## config.mk

```make
export PLATFORM = sky130hd
export DESIGN_NAME = bresenham_fill
export DESIGN_NICKNAME = d
export VERILOG_FILES = /design/src/rtl/zbuf_pkg.sv /design/src/rtl/bresenham_fill.sv
export SDC_FILE = /design/constraint.sdc
export NUM_CORES = 1
export LEC_CHECK = 0
export ABC_AREA = 0
export ABC_CLOCK_PERIOD_IN_PS = 1870
export CORE_ASPECT_RATIO = 2
export CORE_MARGIN = 4
export CORE_UTILIZATION = 47
export DETAILED_ROUTE_END_ITERATION = 7
export PLACE_DENSITY = 0.8
export SLEW_MARGIN = 25
export SYNTH_ARGS = -nofsm -noshare
export SYNTH_HDL_FRONTEND = slang
export SYNTH_SLANG_ARGS = --single-unit
```

## constraint.sdc

```tcl
create_clock -name clk -period 1.87 [get_ports clk]
set_input_delay 0.374 -clock clk [delete_from_list [all_inputs] [get_ports clk]]
set_output_delay 0.374 -clock clk [all_outputs]
set_load 0.02 [all_outputs]
```

## src/rtl/zbuf_pkg.sv

```systemverilog
// Shared definitions for the z-buffer / span-fill blocks.
package zbuf_pkg;

  // Default coordinate and colour-channel widths.
  localparam int unsigned COORD_W = 8;
  localparam int unsigned CH_W    = 8;

  // Field offsets inside a 24-bit {x, y, z} point.
  localparam int unsigned PT_X_MSB = 23;
  localparam int unsigned PT_X_LSB = 16;
  localparam int unsigned PT_Y_MSB = 15;
  localparam int unsigned PT_Y_LSB = 8;
  localparam int unsigned PT_Z_MSB = 7;
  localparam int unsigned PT_Z_LSB = 0;

  // Span-fill sequencer states.
  typedef enum logic [1:0] {
    StIdle = 2'd0,
    StFill = 2'd1,
    StDone = 2'd2
  } fill_state_e;

endpackage

```

## src/rtl/bresenham_fill.sv

```systemverilog
// Horizontal span filler: writes one colour to every pixel between two x
// endpoints on a shared row, lowest x first, then pulses ack_2 low.
module bresenham_fill #(
  parameter int unsigned COORD_W = zbuf_pkg::COORD_W,
  parameter int unsigned CH_W    = zbuf_pkg::CH_W
) (
  input  logic                 clk,
  input  logic                 rst,
  input  logic                 req_2,
  output logic                 ack_2,
  input  logic [COORD_W-1:0]   point_out_a_x,
  input  logic [2*COORD_W-1:0] point_out_b_xy,
  input  logic [3*CH_W-1:0]    rgb,
  output logic [CH_W-1:0]      rdata,
  output logic [CH_W-1:0]      gdata,
  output logic [CH_W-1:0]      bdata,
  output logic [2*COORD_W-1:0] waddr,
  output logic                 we
);

  import zbuf_pkg::*;

  fill_state_e        state_q;
  logic [COORD_W-1:0] x_cur_q;
  logic [COORD_W-1:0] x_end_q;
  logic [COORD_W-1:0] y_q;

  logic [COORD_W-1:0] xb;
  logic [COORD_W-1:0] y_in;
  logic [COORD_W-1:0] x_lo;
  logic [COORD_W-1:0] x_hi;
  logic [COORD_W-1:0] x_next;

  // Endpoint ordering so the fill always runs upward in x.
  always_comb begin
    xb     = point_out_b_xy[2*COORD_W-1:COORD_W];
    y_in   = point_out_b_xy[COORD_W-1:0];
    x_lo   = (point_out_a_x < xb) ? point_out_a_x : xb;
    x_hi   = (point_out_a_x < xb) ? xb : point_out_a_x;
    x_next = x_cur_q + 1'b1;
  end

  // Sequencer with registered outputs; the first write is set up at the latch
  // edge so it is visible in the very first FILL cycle.
  always_ff @(posedge clk or negedge rst) begin
    if (!rst) begin
      state_q <= StIdle;
      x_cur_q <= '0;
      x_end_q <= '0;
      y_q     <= '0;
      we      <= 1'b0;
      ack_2   <= 1'b1;
      waddr   <= '0;
      rdata   <= '0;
      gdata   <= '0;
      bdata   <= '0;
    end else begin
      unique case (state_q)
        StIdle: begin
          ack_2 <= 1'b1;
          if (!req_2) begin
            x_cur_q <= x_lo;
            x_end_q <= x_hi;
            y_q     <= y_in;
            rdata   <= rgb[3*CH_W-1:2*CH_W];
            gdata   <= rgb[2*CH_W-1:CH_W];
            bdata   <= rgb[CH_W-1:0];
            waddr   <= {y_in, x_lo};
            we      <= 1'b1;
            state_q <= StFill;
          end
        end
        StFill: begin
          // End compare comes before the increment, so x_cur never wraps.
          if (x_cur_q == x_end_q) begin
            we      <= 1'b0;
            ack_2   <= 1'b0;
            state_q <= StDone;
          end else begin
            x_cur_q <= x_next;
            waddr   <= {y_q, x_next};
          end
        end
        StDone: begin
          ack_2   <= 1'b1;
          state_q <= StIdle;
        end
        default: begin
          we      <= 1'b0;
          ack_2   <= 1'b1;
          state_q <= StIdle;
        end
      endcase
    end
  end

endmodule

```

==> flow_metrics.tcl <==
set metrics [dict create \
    status "finished with violations" \
    violations "setup timing" \
    peakVddDrop_uv 1000 \
    ff2ff_path_depth 7 \
    core_area_um2 6310 \
    critPathRequiredTime_ns 2.11 \
    grt_max_degree 41 \
    hpwlAfterDp_mm 6.75 \
    synth_top_family_by_area "simple AND/OR/NAND/NOR gates" \
    rows 41 \
    worst_pin_slew_ns 0.504 \
    port_buffers 92 \
    clk-insertion-delay-late_ns 0.33 \
    max_cap_violations 0 \
    start_util_pct 48.2 \
    fmax_mhz 533 \
    place_area_um2 4360 \
    path_cells "xor2_2, nor4_4, a21oi_4, buf_4, buf_6, and3_2, a211oi_2" \
    crit_arrival_ns 2.11 \
    synth_xor_area_share_pct 2.55 \
    reg2reg_slack_ns -0.005 \
    via_count 2987 \
    multi_input_area_um2 1600 \
    drt_iter0_drc 170 \
    slowest_stage "nor4_4" \
    synth_most_common_cell "nand2_1" \
    ys_warn_count 0 \
    synth_common_cells "128 x nand2_1, 59 x dfrtp_1, 13 x mux2i_1, 12 x nor3_1" \
    grt_usage_pct 25.6 \
    dieArea_um2 7900 \
    stdcell_area_um2 4980 \
    synth_cell_type_count 37 \
    hold_path.class "primary input to asynchronous set/reset pin" \
    dp.cells 542 \
    fin_ws_ns -0.00487 \
    clock_path_buffers 2 \
    synth_flop_cell "dfrtp_1" \
    cts_buffers 9 \
    period_share_pct 100 \
    crit_cells 7 \
    cp_max_fo 8 \
    drt_wl_total_mm 9.82 \
    hold_violations 0 \
    worstSetupPathType "flip-flop to flip-flop" \
    yosys_register_bits 60 \
    finalMaxSlewViolations 0 \
    syn_to_final_growth_pct 63.7 \
    critPathLaunchType "flip-flop" \
    netlist.area_leader.share_pct 48.5 \
    final_nets 535 \
    num_io_pins 93 \
    critPathBufInv 2 \
    synth-edff-count 0 \
    clock_skew_ns 0.00289 \
    grt_pass1_wl_mm 15.1 \
    cts_root_buffer "clkbuf_16" \
    dieWidth_um 64.9 \
    seq_area_um2 1500 \
    die_h_um 122 \
    netlist_area_um2 3040 \
    clock_sinks 60 \
    first_global_vias 3233 \
    setup.worst_path.end_class "flip-flop" \
    ctsHoldBuffers 0 \
    gr-total-overflow 0 \
    drive_above_1_share_pct 25.6 \
    synth_largest_area_cell "dfrtp_1" \
    async_reset_ff_share_pct 100 \
    synthMuxAreaShare_pct 4.65 \
    syn_avg_cell_area_um2 9.11 \
    cts_tree "built" \
    firstDrtPassIters 6 \
    synth_fp_nets 393 \
    synthCells 334 \
    path_clk_slew_ns 0.05 \
    setup_viol 2 \
    relSlewSlack_pct 66.4 \
    gp_congestion 0.895 \
    fin_cells 567 \
    fin_crit_ns 1.87 \
    leakage_uw 0.00235 \
    synth_compound_area_share_pct 10.7 \
    antenna_found_initial 0 \
    viasPerCell 5.27 \
    yosys.area_share.adder_pct 3.29 \
    ys_seq_area_share_pct 49.4 \
    tns_ns -0.00729 \
    fillers 423 \
    h-tree-depth 3 \
    utilization_pct 78.9 \
    synthSimpleGateAreaFrac_pct 23.7 \
    rsz0062_at_grt "true" \
    ant_nets 0 \
    synthTopCellsByArea "dfrtp_1 49%, nand2_1 16%, mux2i_1 4.3%" \
    p_per_area_nw_per_um2 1640 \
    antenna_cells 0 \
    drcViolationCount 0 \
    max_stage_delay_ns 0.43 \
    cp_top_family "simple AND/OR/NAND/NOR gates" \
    r2r-start "x_end_q[0]$_DFFE_PN0P_" \
    power_uw 8170 \
    r2r-end "waddr[5]$_DFFE_PN0P_" \
    wl_per_cell_um 17.3 \
]
kinds of logic (layout without fill, tap and decap cells):
kind of cell             Yosys count  count (layout)
buffers and inverters             31             178
AO/OA/AOI/OAI                     48              48
flip-flops                        60              60
XOR/XNOR                           8               8
adder cells (fa/ha/maj)            8               8
AND/OR/NAND/NOR                  165             165
multiplexers                      14              14
final cells by class:
| class | count | area share, % |
|---|---|---|
| multi-input cells | 243 | 32.0 |
| flip-flops and latches | 60 | 30.2 |
| repair buffers | 149 | 28.1 |
| clock buffers | 12 | 4.95 |
| well taps | 86 | 2.16 |
| clock inverters | 4 | 1.46 |
| inverters | 12 | 1.01 |
| repair inverters | 1 | 0.101 |
registers in the layout, indices dropped and copies added (netlist names):
| name | count |
|---|---|
| ack_2 | 1 |
| y_q | 8 |
| we | 1 |
| x_end_q | 8 |
| bdata | 8 |
| state_q | 2 |
| rdata | 8 |
| gdata | 8 |
| waddr | 16 |
worst register-to-register path: stages (launching register included):
cell	delay, ns
dfrtp_1	0.41
xor2_2	0.20
nor4_4	0.44
a21oi_4	0.13
buf_4	0.16
buf_6	0.13
and3_2	0.18
a211oi_2	0.15
through the flow:
| step | setup WS (ns) | hold WS (ns) |
|---|---|---|
| CTS | 0.00447 | 0.0261 |
| floorplan | 0.00787 | 0.0784 |
| finish | -0.00487 | 0.0159 |
| global route | -0.0839 | 0.0409 |
| global placement | -0.559 | 0.374 |
| detailed placement | -0.658 | 0.380 |
how the worst max path moves through the flow:
stage	from	to	slack (ns)
floorplan	point_out_b_xy[15]	waddr[1]$_DFFE_PN0P_	0.008
global placement	point_out_b_xy[10]	waddr[1]$_DFFE_PN0P_	-0.56
detailed placement	point_out_b_xy[10]	waddr[2]$_DFFE_PN0P_	-0.66
CTS	waddr[2]$_DFFE_PN0P_	waddr[7]$_DFFE_PN0P_	0.004
global route	x_end_q[0]$_DFFE_PN0P_	waddr[5]$_DFFE_PN0P_	-0.08
finish	x_end_q[0]$_DFFE_PN0P_	waddr[5]$_DFFE_PN0P_	-0.005
metal layers:
metal	track usage [%]	routed length, um	vias to the layer above
li1	-	-	1396
met1	24.7	3320	1468
met2	47.9	5750	93
met3	5.54	347	30
met4	15.2	397	0
met5	0	0	-
layout by cell type (no fill, tap or decap), types with 3 or more instances in the layout:
cell type        Yosys  layout
a211oi_1             9       3
a211oi_2             0       5
a21oi_1              7       5
a31oi_1             11      10
and3_1               5       5
and3_2               3       3
buf_12               0       4
buf_4                0      49
buf_6                5       4
clkbuf_16            0       9
clkdlybuf4s15_1      0       4
clkdlybuf4s50_1      0      74
dfrtp_1             59      58
dlygate4sd2_1        0       9
ha_4                 0       5
inv_1               11       7
inv_2                1       4
mux2i_1             13      10
nand2_1            128     126
nor2_1               6       6
nor3_1              12      10
o21ai_0             10       7
xor2_1               7       5
xor2_2               1       3
report_power, final:
group | switching [uW] | internal, uW | leakage [uW]
combinational | 2180 | 1910 | 0.00147
sequential | 399 | 1930 | 0.000729
clock | 560 | 1200 | 0.000153
total | 3140 | 5030 | 0.00235
timing repair:
action,4_1_cts,5_1_grt
setup buffers,2,7
gates cloned,0,1
gates resized for setup,51,23
setup endpoints to repair,17,12
pin swaps,15,12
endpoints found under the hold margin,0,0
(Power assumes the default switching activity.)
